<file path="src/rtl/dmem_port_arbiter.sv">
// Shares the single data-memory port between the load buffer and the committed-store buffer.
// One dmem request is outstanding at most. A new request can issue in the same cycle as dmem_resp.
module dmem_port_arbiter #(
  parameter int ROB_IDX_W    = 5,
  parameter int STARVE_LIMIT = 4
) (
  input  logic                 clk,
  input  logic                 rst,
  input  logic                 flush,
  input  logic                 ld_req_valid,
  output logic                 ld_req_ready,
  input  logic [31:0]          ld_req_addr,
  input  logic [3:0]           ld_req_rmask,
  input  logic [ROB_IDX_W-1:0] ld_req_tag,
  input  logic                 st_req_valid,
  input  logic                 st_req_urgent,
  output logic                 st_req_ready,
  input  logic [31:0]          st_req_addr,
  input  logic [3:0]           st_req_wmask,
  input  logic [31:0]          st_req_wdata,
  input  logic [ROB_IDX_W-1:0] st_req_tag,
  output logic                 ld_resp_valid,
  output logic [ROB_IDX_W-1:0] ld_resp_tag,
  output logic [31:0]          ld_resp_rdata,
  output logic                 st_done_valid,
  output logic [ROB_IDX_W-1:0] st_done_tag,
  output logic [31:0]          dmem_addr,
  output logic [3:0]           dmem_rmask,
  output logic [3:0]           dmem_wmask,
  output logic [31:0]          dmem_wdata,
  input  logic [31:0]          dmem_rdata,
  input  logic                 dmem_resp
);

  localparam int CNT_W = $clog2(STARVE_LIMIT + 1);

  typedef enum logic [1:0] {
    IDLE    = 2'd0,
    WAIT_LD = 2'd1,
    WAIT_ST = 2'd2
  } state_t;

  state_t               state_r, state_next_s;
  logic [CNT_W-1:0]     starve_cnt_r, starve_next_s;
  logic                 kill_r, kill_next_s;
  logic [ROB_IDX_W-1:0] tag_r;
  logic                 slot_s, ld_eligible_s, st_win_s, ld_win_s;
  logic                 unused_addr_lsb_s;

  // The byte offset is dropped because dmem is word-addressed.
  assign unused_addr_lsb_s = ^{ld_req_addr[1:0], st_req_addr[1:0]};

  // Issue-slot arbitration. Stores win when urgent, when starved, or when no load can go.
  always_comb begin
    slot_s        = (state_r == IDLE) || dmem_resp;
    ld_eligible_s = ld_req_valid && !flush;
    st_win_s      = slot_s && st_req_valid &&
                    (st_req_urgent || (starve_cnt_r >= CNT_W'(STARVE_LIMIT)) || !ld_eligible_s);
    ld_win_s      = slot_s && !st_win_s && ld_eligible_s;
    ld_req_ready  = ld_win_s;
    st_req_ready  = st_win_s;
  end

  // Next-state logic for the FSM, the starvation counter and the kill flag.
  always_comb begin
    state_next_s  = state_r;
    starve_next_s = starve_cnt_r;
    kill_next_s   = kill_r;
    case (state_r)
      IDLE, WAIT_LD, WAIT_ST: begin
        if (st_win_s) begin
          state_next_s = WAIT_ST;
        end else if (ld_win_s) begin
          state_next_s = WAIT_LD;
        end else if (slot_s) begin
          state_next_s = IDLE;
        end else begin
          state_next_s = state_r;
        end
      end
      default: state_next_s = IDLE;
    endcase

    if (st_win_s) begin
      starve_next_s = '0;
    end else if (ld_win_s && st_req_valid && (starve_cnt_r < CNT_W'(STARVE_LIMIT))) begin
      starve_next_s = starve_cnt_r + CNT_W'(1);
    end else begin
      starve_next_s = starve_cnt_r;
    end

    // A flush that coincides with dmem_resp is handled directly at the response register.
    if (st_win_s || ld_win_s) begin
      kill_next_s = 1'b0;
    end else if ((state_r == WAIT_LD) && flush && !dmem_resp) begin
      kill_next_s = 1'b1;
    end else begin
      kill_next_s = kill_r;
    end
  end

  // State, the dmem request registers and the response pulses.
  always_ff @(posedge clk) begin
    if (rst) begin
      state_r       <= IDLE;
      starve_cnt_r  <= '0;
      kill_r        <= 1'b0;
      tag_r         <= '0;
      dmem_addr     <= 32'd0;
      dmem_rmask    <= 4'd0;
      dmem_wmask    <= 4'd0;
      dmem_wdata    <= 32'd0;
      ld_resp_valid <= 1'b0;
      ld_resp_tag   <= '0;
      ld_resp_rdata <= 32'd0;
      st_done_valid <= 1'b0;
      st_done_tag   <= '0;
    end else begin
      state_r      <= state_next_s;
      starve_cnt_r <= starve_next_s;
      kill_r       <= kill_next_s;

      if (st_win_s) begin
        dmem_addr  <= {st_req_addr[31:2], 2'b00};
        dmem_wdata <= st_req_wdata;
        dmem_wmask <= st_req_wmask;
        dmem_rmask <= 4'd0;
        tag_r      <= st_req_tag;
      end else if (ld_win_s) begin
        dmem_addr  <= {ld_req_addr[31:2], 2'b00};
        dmem_rmask <= ld_req_rmask;
        dmem_wmask <= 4'd0;
        tag_r      <= ld_req_tag;
      end else begin
        dmem_rmask <= 4'd0;
        dmem_wmask <= 4'd0;
      end

      ld_resp_valid <= (state_r == WAIT_LD) && dmem_resp && !kill_r && !flush;
      if ((state_r == WAIT_LD) && dmem_resp) begin
        ld_resp_rdata <= dmem_rdata;
        ld_resp_tag   <= tag_r;
      end

      st_done_valid <= (state_r == WAIT_ST) && dmem_resp;
      if ((state_r == WAIT_ST) && dmem_resp) begin
        st_done_tag <= tag_r;
      end
    end
  end

endmodule

</file>
<file path="config.mk">
export PLATFORM = sky130hd
export DESIGN_NAME = dmem_port_arbiter
export DESIGN_NICKNAME = d
export VERILOG_FILES = /design/src/rtl/dmem_port_arbiter.sv
export SDC_FILE = /design/constraint.sdc
export NUM_CORES = 1
export LEC_CHECK = 0
export BUFFER_PORTS_ARGS = -buffer_cell sky130_fd_sc_hd__clkbuf_2
export CAP_MARGIN = 10
export CORE_MARGIN = 2
export CORE_UTILIZATION = 39
export DETAILED_ROUTE_END_ITERATION = 16
export PLACE_DENSITY = 0.79
export REMOVE_ABC_BUFFERS = 1
export SLEW_MARGIN = 20
export SYNTH_ARGS = -nofsm -noshare
export SYNTH_HDL_FRONTEND = slang
export SYNTH_SLANG_ARGS = --single-unit
</file>
<file path="constraint.sdc">
create_clock -name clk -period 2.05 [get_ports clk]
set_clock_uncertainty 0.2 [all_clocks]
set_input_delay 0.205 -clock clk [delete_from_list [all_inputs] [get_ports clk]]
set_output_delay 0.205 -clock clk [all_outputs]
set_load 0.005 [all_outputs]
</file>
# Word-level counts from Yosys, hierarchy flattened
# Index checks and enable logic that the tools add are counted.
[totals]
regBits = 125
latchBits = 0
ram_bits = 0
mem_bits_ro = 0
in_bits = 153
out_inout_bits = 118
word_cells = 62
n_memories = 0
[classes]
n_addsub = 1
n_mul = 0
div = 0
magnitude_cmp = 2
n_eq_ne = 2
n_shift = 0
n_mux = 7
n_bitwise = 3
reduce_logical = 33
[ops]
columns = ["operator", "count"]
rows = [
  ["2-to-1 mux 32 bit", 2],
  ["logical AND 1 bit", 13],
  ["2-to-1 mux 5 bit", 2],
  ["OR reduction 3 bit", 3],
  ["OR reduction 2 bit", 4],
  ["2-to-1 mux 2 bit", 3],
  ["zero test 1 bit", 5],
  ["logical OR 1 bit", 4],
  ["nonzero test 2 bit", 2],
  ["adder 3 x 1 -> 3 bit (second input constant)", 1],
  ["greater-or-equal comparator 3 bit (second input constant)", 1],
  ["less-than comparator 3 bit (second input constant)", 1],
  ["NOT 1 bit", 3],
  ["nonzero test 3 bit", 1],
  ["equality test 2 x 1 -> 1 bit (second input constant)", 1],
  ["equality test 2 bit (second input constant)", 1],
  ["zero test 2 bit", 1],
]

# Depth between registers and ports, before layout
# Gate-level depths: netlist (run 1).
[depth]
depth_word = 10
depth_mapped = 7
ltp_nobuf = 4

# Worst setup path after synthesis (run 1)
# Ideal clock, no wire load.
[synth_path]
path_type = "register to register"
startpoint = "register starve_cnt_r[2]"
endpoint = "register tag_r[4]"
setup_ps = 122
t_arrival_ps = 1587
required_ps = 1728
path_slack_ps = 142
path_stages_with_launch = 6
n_path_buf = 1
period_less_slack_ps = 1908
cell_sequence = "dfxtp_1 -> or4b_4 -> and4_4 -> buf_6 -> and2_0 -> a221o_1"
[synth_via]
elab_chain_len = 8
elab_cells_between_ends = 9
classes_between = "order compare: 1; mux: 1; reduce/logical: 7"
[synth_lines]
columns = ["item", "line_no", "source"]
rows = [
  ["start, declared", "44", "logic [CNT_W-1:0] starve_cnt_r, starve_next_s;"],
  ["start signal, assigned", "120", "starve_cnt_r <= starve_next_s;"],
  ["greater-or-equal comparator 3 bit (*)", "58", "(st_req_urgent || (starve_cnt_r >= CNT_W'(STARVE_LIMIT)) || !ld_eligible_s);"],
  ["logical OR 1 bit (*) (2 in a row)", "58", ""],
  ["logical AND 1 bit (*)", "57", "st_win_s = slot_s && st_req_valid &&"],
  ["zero test 1 bit", "59", "ld_win_s = slot_s && !st_win_s && ld_eligible_s;"],
  ["logical AND 1 bit (2 in a row)", "59", ""],
  ["nonzero test 2 bit (no line)", "--", ""],
  ["end signal, assigned", "128", "tag_r <= st_req_tag;"],
  ["end signal, assigned", "133", "tag_r <= ld_req_tag;"],
  ["end, declared", "46", "logic [ROB_IDX_W-1:0] tag_r;"],
]
# Mark *: on every way between the ends. The rest lies on a longest branch, timed or not.
# A chain may end at the register's enable or synchronous reset.

# Final worst setup path (run 1)
[layout_path]
startpoint = "register starve_cnt_r[2]"
endpoint = "register dmem_addr[16]"
[layout_via]
elab_chain_len = 8
elab_cells_between_ends = 9
classes_between = "order compare: 1; mux: 1; reduce/logical: 7"
[layout_lines]
columns = ["item", "line_no", "source"]
rows = [
  ["greater-or-equal comparator 3 bit (*)", "58", ""],
  ["logical OR 1 bit (*) (2 in a row)", "58", ""],
  ["logical AND 1 bit (*)", "57", ""],
  ["zero test 1 bit", "59", ""],
  ["logical AND 1 bit (2 in a row)", "59", ""],
  ["nonzero test 2 bit (no line)", "--", ""],
  ["end signal, assigned", "124", "dmem_addr <= {st_req_addr[31:2], 2'b00};"],
  ["end signal, assigned", "130", "dmem_addr <= {ld_req_addr[31:2], 2'b00};"],
  ["end, declared", "27", "output logic [31:0] dmem_addr,"],
]
# Marks and branches as above.

==> flow_summary.json, run 1 <==
{
  "critPathMaxStageDelay_ns": 0.55,
  "holdPathStages": 5,
  "power_frac_comb": 0.129,
  "min_period_ns": 2.017,
  "multiInputGateArea_um2": 1807,
  "internal_power_uw": 5000,
  "register_area_um2": 2504,
  "viasPerCell": 5.053,
  "hold-path-endpoint": "dmem_addr[3]$_SDFFE_PP0P_",
  "reg2regPathDepth": 4,
  "yosysWarnings": 0,
  "ant_nets": 0,
  "cp-startpoint": "starve_cnt_r[2]$_SDFFE_PP0P_",
  "critical_path.cell_chain": "or4b_4, and4_4, and2_0, a221o_1",
  "place_congestion": 0.7562,
  "synthesis.instances": 462,
  "finalCritPeriodShare": 0.9840,
  "r2r_start": "starve_cnt_r[2]$_SDFFE_PP0P_",
  "final_net_count": 1015,
  "cts.sinks": 125,
  "start_util": 0.3991,
  "critPathBufInv": 0,
  "p_sw_frac": 0.2352,
  "cts_root_buf": "clkbuf_16",
  "required_ns": 2.14,
  "numCtsBuffers": 17,
  "vias": 5144,
  "slew_headroom": 0.6625,
  "p_per_area_nw_per_um2": 818.5,
  "hp-class": "input port to flip-flop",
  "ios": 271,
  "status": "finished clean",
  "ctsHtreeMaxLevel": 4,
  "fillers": 794,
  "cts_setup_buffers": 0,
  "clkPwrFrac": 0.468,
  "drc": 0,
  "rsz0062_at_grt": "no",
  "netlist_area_um2": 4557,
  "grt_pass1_vias": 5463,
  "placed_area_um2": 5987,
  "clock_latency_ns": 0.40,
  "grt_pass1_wl_um": 25720,
  "slew_violations": 0,
  "rrSetupSlack_ns": 0.03,
  "die_area_um2": 12570,
  "syn_to_final_growth_pct": 75.32,
  "path_class": "flip-flop to flip-flop",
  "die_y_um": 112.1,
  "portBuffers": 264,
  "syn_avg_cell_area_um2": 9.863,
  "core_um2": 11420,
  "synthArstFlopShare": 0,
  "drtPass1Iterations": 4,
  "fin_area_um2": 7989,
  "path_delay_family": "simple AND/OR/NAND/NOR gates",
  "wl_per_cell_um": 15.95,
  "crit_path_start_kind": "flip-flop",
  "final.setup.tns_ns": 0,
  "synth_ff_type": "dfxtp_1",
  "setup_viol": 0,
  "crit_arrival_ns": 2.11,
  "pwr-share-seq": 0.403,
  "antenna_found_initial": 1,
  "drt-total-wl_um": 16240,
  "total_power_uw": 6539,
  "overflow": 0,
  "ctsLongestPathBuffers": 2,
  "hpwl_um": 9063,
  "leakage_uw": 0.003724,
  "ir_drop_uv": 438.8,
  "drive_above_1_share": 0.3661,
  "track_usage": 0.2549,
  "die_width_um": 112.1,
  "drt_iter0_markers": 231,
  "clkTransAtPathRegs_ns": 0.06,
  "netSwitchingPower_uw": 1538,
  "synth_seq_cells": 125,
  "cp_max_fo": 25,
  "ys_seq_area_frac": 0.5491,
  "grt_max_degree": 48,
  "worst_pin_slew_ns": 0.5062,
  "r2r_end": "dmem_addr[16]$_SDFFE_PP0P_",
  "critPathCaptureType": "flip-flop",
  "cts_tree": "built",
  "rows": 39,
  "synth_cell_types": 39,
  "max_freq_ghz": 0.4957,
  "holdCritStartpoint": "ld_req_addr[3]",
  "maxCapViolCount": 0,
  "synth_edf_count": 0,
  "hold_violations": 0,
  "cp_slowest_cell": "or4b_4"
}
==> synthesized netlist by cell type (2+ instances only) <==
cell type | number | area [µm²]
nor2_1 | 12 | 45.04
buf_4 | 5 | 37.54
a221o_1 | 23 | 230.2
buf_1 | 3 | 11.26
a21oi_1 | 50 | 250.2
nand2_1 | 77 | 289.0
dfxtp_1 | 125 | 2502
o2bb2ai_1 | 12 | 105.1
inv_1 | 13 | 48.80
nor3_1 | 2 | 10.01
nand3b_1 | 2 | 15.01
buf_6 | 5 | 56.30
and2_1 | 14 | 87.58
nand2b_1 | 3 | 18.77
nor3b_1 | 2 | 15.01
and2_0 | 18 | 112.6
a211oi_1 | 11 | 82.58
mux2i_1 | 6 | 60.06
o21a_1 | 4 | 30.03
buf_2 | 10 | 50.05
o21ai_0 | 2 | 10.01
a22o_1 | 32 | 280.3
clkbuf_1 | 15 | 56.30
==> placed cells by master (no fill, tap or decap), types with 13 or more instances in the layout <==
cell / instances
a22o_1: 32
clkbuf_16: 17
nand2_1: 76
and2_1: 13
a221o_1: 23
dlygate4sd3_1: 138
buf_4: 13
inv_1: 13
dfxtp_1: 124
clkbuf_2: 264
and2_0: 18
a21oi_1: 50
==> final cells by class <==
type	count	area share
Inverter	13	0.006108
Tap cell	143	0.02240
Timing Repair Buffer	417	0.3555
Multi-Input combinational cell	287	0.2262
Clock inverter	13	0.02067
Sequential cell	125	0.3134
Antenna cell	1	0.0003132
Clock buffer	19	0.05544
==> worst max path at each step <==
stage | end | slack [ns] | cells after the start
after global placement | dmem_addr[9]$_SDFFE_PP0P_ | 0.08 | 6
after global routing | st_req_ready | 0.002 | 4
after floorplan | dmem_wdata[0]$_SDFFE_PP0P_ | 0.01 | 4
after detailed placement | dmem_addr[9]$_SDFFE_PP0P_ | 0.005 | 6
final | dmem_addr[16]$_SDFFE_PP0P_ | 0.03 | 4
after CTS | st_req_ready | 0.006 | 4
==> per-stage QoR <==
| step | util | cells | worst slack (ns) | hold WS, ns |
|---|---|---|---|---|
| detailed placement | 0.5243 | 847 | 0.004866 | 0.2071 |
| finish | 0.6996 | 1018 | 0.03272 | 0.01450 |
| floorplan | - | 425 | 0.01470 | 0.07407 |
| global placement | 0.5243 | 847 | 0.07765 | 0.2053 |
| global route | 0.6996 | 1018 | 0.001617 | 0.02290 |
| CTS | 0.6988 | 1017 | 0.006301 | 0.001943 |
==> registers in the layout, summed over array words and instances, names as in the netlist <==
register,flops
dmem_rmask,4
starve_cnt_r,3
dmem_wdata,32
dmem_wmask,4
ld_resp_valid,1
st_done_valid,1
dmem_addr,30
state_r,2
ld_resp_rdata,32
tag_r,5
st_done_tag,5
ld_resp_tag,5
kill_r,1
==> cells by family (layout without fill, tap and decap cells) <==
group                    after synthesis  in the layout  synth area share
adder cells (fa/ha/maj)                1              1          0.002745
AO/OA/AOI/OAI                        137            137            0.2265
XOR/XNOR                               1              1          0.001922
flip-flops                           125            125            0.5491
AND/OR/NAND/NOR                      140            140            0.1485
buffers and inverters                 51            462           0.05711
other                                  1              3         0.0008229
multiplexers                           6              6           0.01318
==> power groups by stage <==
stage               clock [µW]  combinational (µW)  sequential (µW)
detailed placement           0                 607             2680
global route              3200                 908             2650
global placement             0                 590             2670
CTS                       3100                 814             2630
floorplan                    0                 225             2680
finish                    3060                 845             2640
==> worst reg2reg max path: stages, from the launching register on <==
cell and delay [ns]:
dfxtp_2 0.34, or4b_4 0.55, and4_4 0.31, and2_0 0.22
a221o_1 0.28
==> per-layer routing <==
layer / part of all wire / vias up / track usage
li1: - / 2423 / -
met1: 0.38 / 2374 / 0.2763
met2: 0.50 / 279 / 0.4430
met3: 0.075 / 68 / 0.06911
met4: 0.046 / 0 / 0.1561
met5: 0 / - / 0
==> timing repair <==
item | 4_1_cts | 5_1_grt
endpoints found under the setup margin | 1 | 20
resized for setup | 1 | 3
gates cloned | 0 | 0
pin swaps | 0 | 1
endpoints found under the hold margin | 109 | 0
hold buffers | 138 | 0
Note: power is estimated with default switching activity, not from simulation.
==> inputs of run 2 (changes only) <==
Settings changed: RECOVER_POWER from default to 50.
==> flow_summary.json, run 2 (same netlist as run 1, synthesis figures left out) <==
{
  "cp_max_fo": 25,
  "place_congestion": 0.7562,
  "hold_violations": 0,
  "crit_path_start_kind": "flip-flop",
  "rsz0062_at_grt": "no",
  "final.setup.tns_ns": 0,
  "rows": 39,
  "fin_ws_ns": 0.03217,
  "ctsLongestPathBuffers": 2,
  "critPathCaptureType": "flip-flop",
  "die_width_um": 112.1,
  "drive_above_1_share": 0.2906,
  "p_sw_frac": 0.2356,
  "drt-total-wl_um": 16290,
  "cts_tree": "built",
  "power_frac_comb": 0.127,
  "required_ns": 2.14,
  "syn_to_final_growth_pct": 73.39,
  "final_common_cell": "clkbuf_2",
  "crit_arrival_ns": 2.11,
  "finalCritPeriodShare": 0.9843,
  "top_regs": "dmem_wdata x32, ld_resp_rdata x32, dmem_addr x30",
  "netSwitchingPower_uw": 1536,
  "track_usage": 0.2549,
  "min_period_ns": 2.018,
  "grt_max_degree": 48,
  "final_net_count": 1015,
  "slew_headroom": 0.5832,
  "hp-class": "input port to flip-flop",
  "core_um2": 11420,
  "drtPass1Iterations": 4,
  "ios": 271,
  "status": "finished clean",
  "ant_nets": 0,
  "grt_pass1_wl_um": 25720,
  "leakage_uw": 0.003499,
  "path_class": "flip-flop to flip-flop",
  "die_area_um2": 12570,
  "setup_viol": 0,
  "ir_drop_uv": 439.1,
  "cts_setup_buffers": 0,
  "final_cell_mix": "200 x clkbuf_2, 138 x dlygate4sd3_1, 124 x dfxtp_1",
  "maxCapViolCount": 0,
  "wl_per_cell_um": 16.00,
  "antenna_found_initial": 1,
  "ctsHtreeMaxLevel": 4,
  "worst_pin_slew_ns": 0.6253,
  "viasPerCell": 5.080,
  "clock_latency_ns": 0.41,
  "dp_slack_ns": 0.004866,
  "slew_violations": 0,
  "cts.sinks": 125,
  "pwr-share-seq": 0.404,
  "clkPwrFrac": 0.469,
  "internal_power_uw": 4984,
  "fillers": 845,
  "numCtsBuffers": 17,
  "hpwl_um": 9063,
  "start_util": 0.3991,
  "drt_iter0_markers": 240,
  "cts_root_buf": "clkbuf_16",
  "drc": 0,
  "vias": 5171,
  "die_y_um": 112.1,
  "clkTransAtPathRegs_ns": 0.06,
  "p_per_area_nw_per_um2": 825.2,
  "grt_pass1_vias": 5463,
  "overflow": 0,
  "rrSetupSlack_ns": 0.03,
  "max_freq_ghz": 0.4956,
  "portBuffers": 264
}
[run 2: cell count changes in the layout (fill, tap and decap cells not counted), sizes merged]
cell    change
buf         -1
clkbuf      +1
[run 2: path summary, 6_finish.rpt]
path,depth (start not counted),from,end
hold / removal,5,ld_req_addr[3],dmem_addr[3]$_SDFFE_PP0P_
hold reg to reg,1,kill_r$_SDFFE_PP0P_,ld_resp_valid$_SDFF_PP0_
setup / recovery,4,starve_cnt_r[2]$_SDFFE_PP0P_,dmem_addr[16]$_SDFFE_PP0P_
setup reg to reg,4,starve_cnt_r[2]$_SDFFE_PP0P_,dmem_addr[16]$_SDFFE_PP0P_
[run 2: what timing repair did]
item / 4_1_cts / 5_1_grt
endpoints found under the hold margin: 109 / 0
resized for setup: 1 / 3
pin swaps: 0 / 1
hold buffers: 138 / 0
cloned: 0 / 0
setup endpoints to repair: 1 / 20
[run 2: critical path, stage by stage (launching register included)]
cell and delay (ns):
dfxtp_2 0.34, or4b_4 0.55, and4_4 0.31, and2_0 0.21, a221o_1 0.28
[run 2: routing by layer]
layer	vias to the layer above	global-route usage	share of wire
li1	2427	-	-
met5	-	0	0
met1	2405	0.2763	0.38
met2	274	0.4430	0.50
met3	65	0.06911	0.072
met4	0	0.1561	0.044
[run 2: area by class of cell]
type | instances | area [µm²] | area share
repair buffers | 417 | 2753 | 0.3484
flip-flops and latches | 125 | 2504 | 0.3169
multi-input cells | 287 | 1807 | 0.2287
clock buffers | 19 | 442.9 | 0.05606
well taps | 143 | 178.9 | 0.02264
clock inverters | 13 | 165.2 | 0.02090
inverters | 13 | 48.80 | 0.006176
diodes | 1 | 2.502 | 0.0003167
[run 2: metrics by stage]
| stage | cells | power, µW | instance area, µm² | util | hold slack (ns) |
|---|---|---|---|---|---|
| final | 1018 | 6520 | 7901 | 0.6920 | 0.01203 |
| after global routing | 1018 | 6741 | 7901 | 0.6920 | 0.02290 |
| after CTS | 1017 | 6540 | 7979 | 0.6988 | 0.001943 |
| after detailed placement | 847 | 3285 | 5987 | 0.5243 | 0.2071 |
| after global placement | 847 | 3264 | 5987 | 0.5243 | 0.2053 |
| after floorplan | 425 | 2907 | 4349 | - | 0.07407 |
[run 2: power by group through the flow]
stage | logic [µW] | clock network, µW | registers (µW)
4_1_cts | 814 | 3100 | 2630
3_5_place_dp | 607 | 0 | 2680
2_1_floorplan | 225 | 0 | 2680
6_report | 829 | 3060 | 2640
5_1_grt | 891 | 3200 | 2650
3_3_place_gp | 590 | 0 | 2670
==> inputs of run 3 (changes only) <==
Settings changed: CTS_BUF_LIST from default to sky130_fd_sc_hd__clkbuf_16.
==> flow_summary.json, run 3 (same netlist as run 1, synthesis figures left out) <==
{
  "final.setup.tns_ns": 0,
  "setup_viol": 0,
  "final_cell_mix": "199 x clkbuf_2, 138 x dlygate4sd3_1, 124 x dfxtp_1",
  "portBuffers": 264,
  "drtPass1Iterations": 6,
  "numCtsBuffers": 17,
  "grt_pass1_wl_um": 25720,
  "drt-total-wl_um": 16390,
  "overflow": 0,
  "cts_root_buf": "clkbuf_16",
  "final_common_cell": "clkbuf_2",
  "max_freq_ghz": 0.5002,
  "critPathCaptureType": "flip-flop",
  "rrSetupSlack_ns": 0.05,
  "rsz0062_at_grt": "no",
  "wl_per_cell_um": 16.07,
  "fin_area_um2": 7898,
  "syn_to_final_growth_pct": 73.31,
  "crit_arrival_ns": 2.09,
  "top_regs": "dmem_wdata x32, ld_resp_rdata x32, dmem_addr x30",
  "ctsHtreeMaxLevel": 4,
  "hpwl_um": 9063,
  "worst_pin_slew_ns": 0.6208,
  "grt_max_degree": 48,
  "min_period_ns": 1.999,
  "critPathMaxStageDelay_ns": 0.55,
  "critical_path.cell_chain": "or4b_4, and4_4, and2_0, a221o_1",
  "slew_violations": 0,
  "slew_headroom": 0.5861,
  "status": "finished clean",
  "holdWs_ns": 0.01878,
  "hold_violations": 0,
  "antenna_found_initial": 1,
  "cp_max_fo": 25,
  "core_um2": 11420,
  "crit_path_start_kind": "flip-flop",
  "hp-class": "input port to flip-flop",
  "drc": 0,
  "cts_tree": "built",
  "placed_area_um2": 5987,
  "p_per_area_nw_per_um2": 821.1,
  "drt_iter0_markers": 253,
  "die_area_um2": 12570,
  "path_class": "flip-flop to flip-flop",
  "final_net_count": 1016,
  "viasPerCell": 5.082,
  "ios": 271,
  "required_ns": 2.14,
  "final_util": 0.6917,
  "finalCritPeriodShare": 0.9753,
  "clkTransAtPathRegs_ns": 0.06,
  "start_util": 0.3991,
  "place_inst": 847,
  "die_width_um": 112.1,
  "ir_drop_uv": 452.1,
  "rows": 39,
  "drive_above_1_share": 0.2891,
  "cts.sinks": 125,
  "ctsLongestPathBuffers": 2,
  "maxCapViolCount": 0,
  "cp_slowest_cell": "or4b_4",
  "vias": 5184,
  "leakage_uw": 0.003499,
  "ant_nets": 0,
  "place_congestion": 0.7562,
  "clock_latency_ns": 0.40,
  "die_y_um": 112.1,
  "grt_pass1_vias": 5438,
  "instances_no_fill": 1020,
  "track_usage": 0.2549
}
## run 3: path summary, 6_finish.rpt
check                               startpoint                          to  cells after the start
hold / removal                  ld_req_addr[3]   dmem_addr[3]$_SDFFE_PP0P_                      5
setup / recovery  starve_cnt_r[2]$_SDFFE_PP0P_  dmem_addr[23]$_SDFFE_PP0P_                      4
setup reg to reg  starve_cnt_r[2]$_SDFFE_PP0P_  dmem_addr[23]$_SDFFE_PP0P_                      4
hold reg to reg            kill_r$_SDFFE_PP0P_    ld_resp_valid$_SDFF_PP0_                      1
## run 3: layer usage
layer | share of wire | up-vias | global-route usage
met5 | 0 | - | 0
li1 | - | 2425 | -
met2 | 0.50 | 284 | 0.4394
met4 | 0.044 | 0 | 0.1569
met1 | 0.38 | 2410 | 0.2797
met3 | 0.077 | 65 | 0.06803
## run 3: timing repair
item / CTS / global route
hold endpoints to repair: 109 / 0
pin swaps: 0 / 3
gates resized for setup: 1 / 4
hold buffers: 138 / 0
setup endpoints to repair: 1 / 20
buffers inserted: 0 / 1
## run 3: area by class of cell
cell class	instances	area [µm²]
antenna	2	5.005
clock buffer	17	425.4
clock inverter	15	172.7
fill	848	3521
inverter	13	48.80
multi-input combinational	287	1807
sequential	125	2504
tap	143	178.9
timing repair buffer	418	2756
## run 3: power by group
group	internal, µW	leakage, µW	switching, µW
registers	2560	0.00102	79.0
logic	478	0.00219	353
clock network	1910	0.000285	1110
## run 3: critical path, delay by kind of cell, from the launching register on
family,cells,cell delay (ns)
compound gates,1,0.28
flops,1,0.34
simple gates,3,1.06
## run 3: through the flow
| step | worst slack, ns | total power, µW |
|---|---|---|
| after floorplan | 0.01470 | 2907 |
| after global placement | 0.07765 | 3264 |
| after detailed placement | 0.004866 | 3285 |
| after CTS | 0.006301 | 6497 |
| after global routing | 0.01010 | 6701 |
| final | 0.05067 | 6485 |
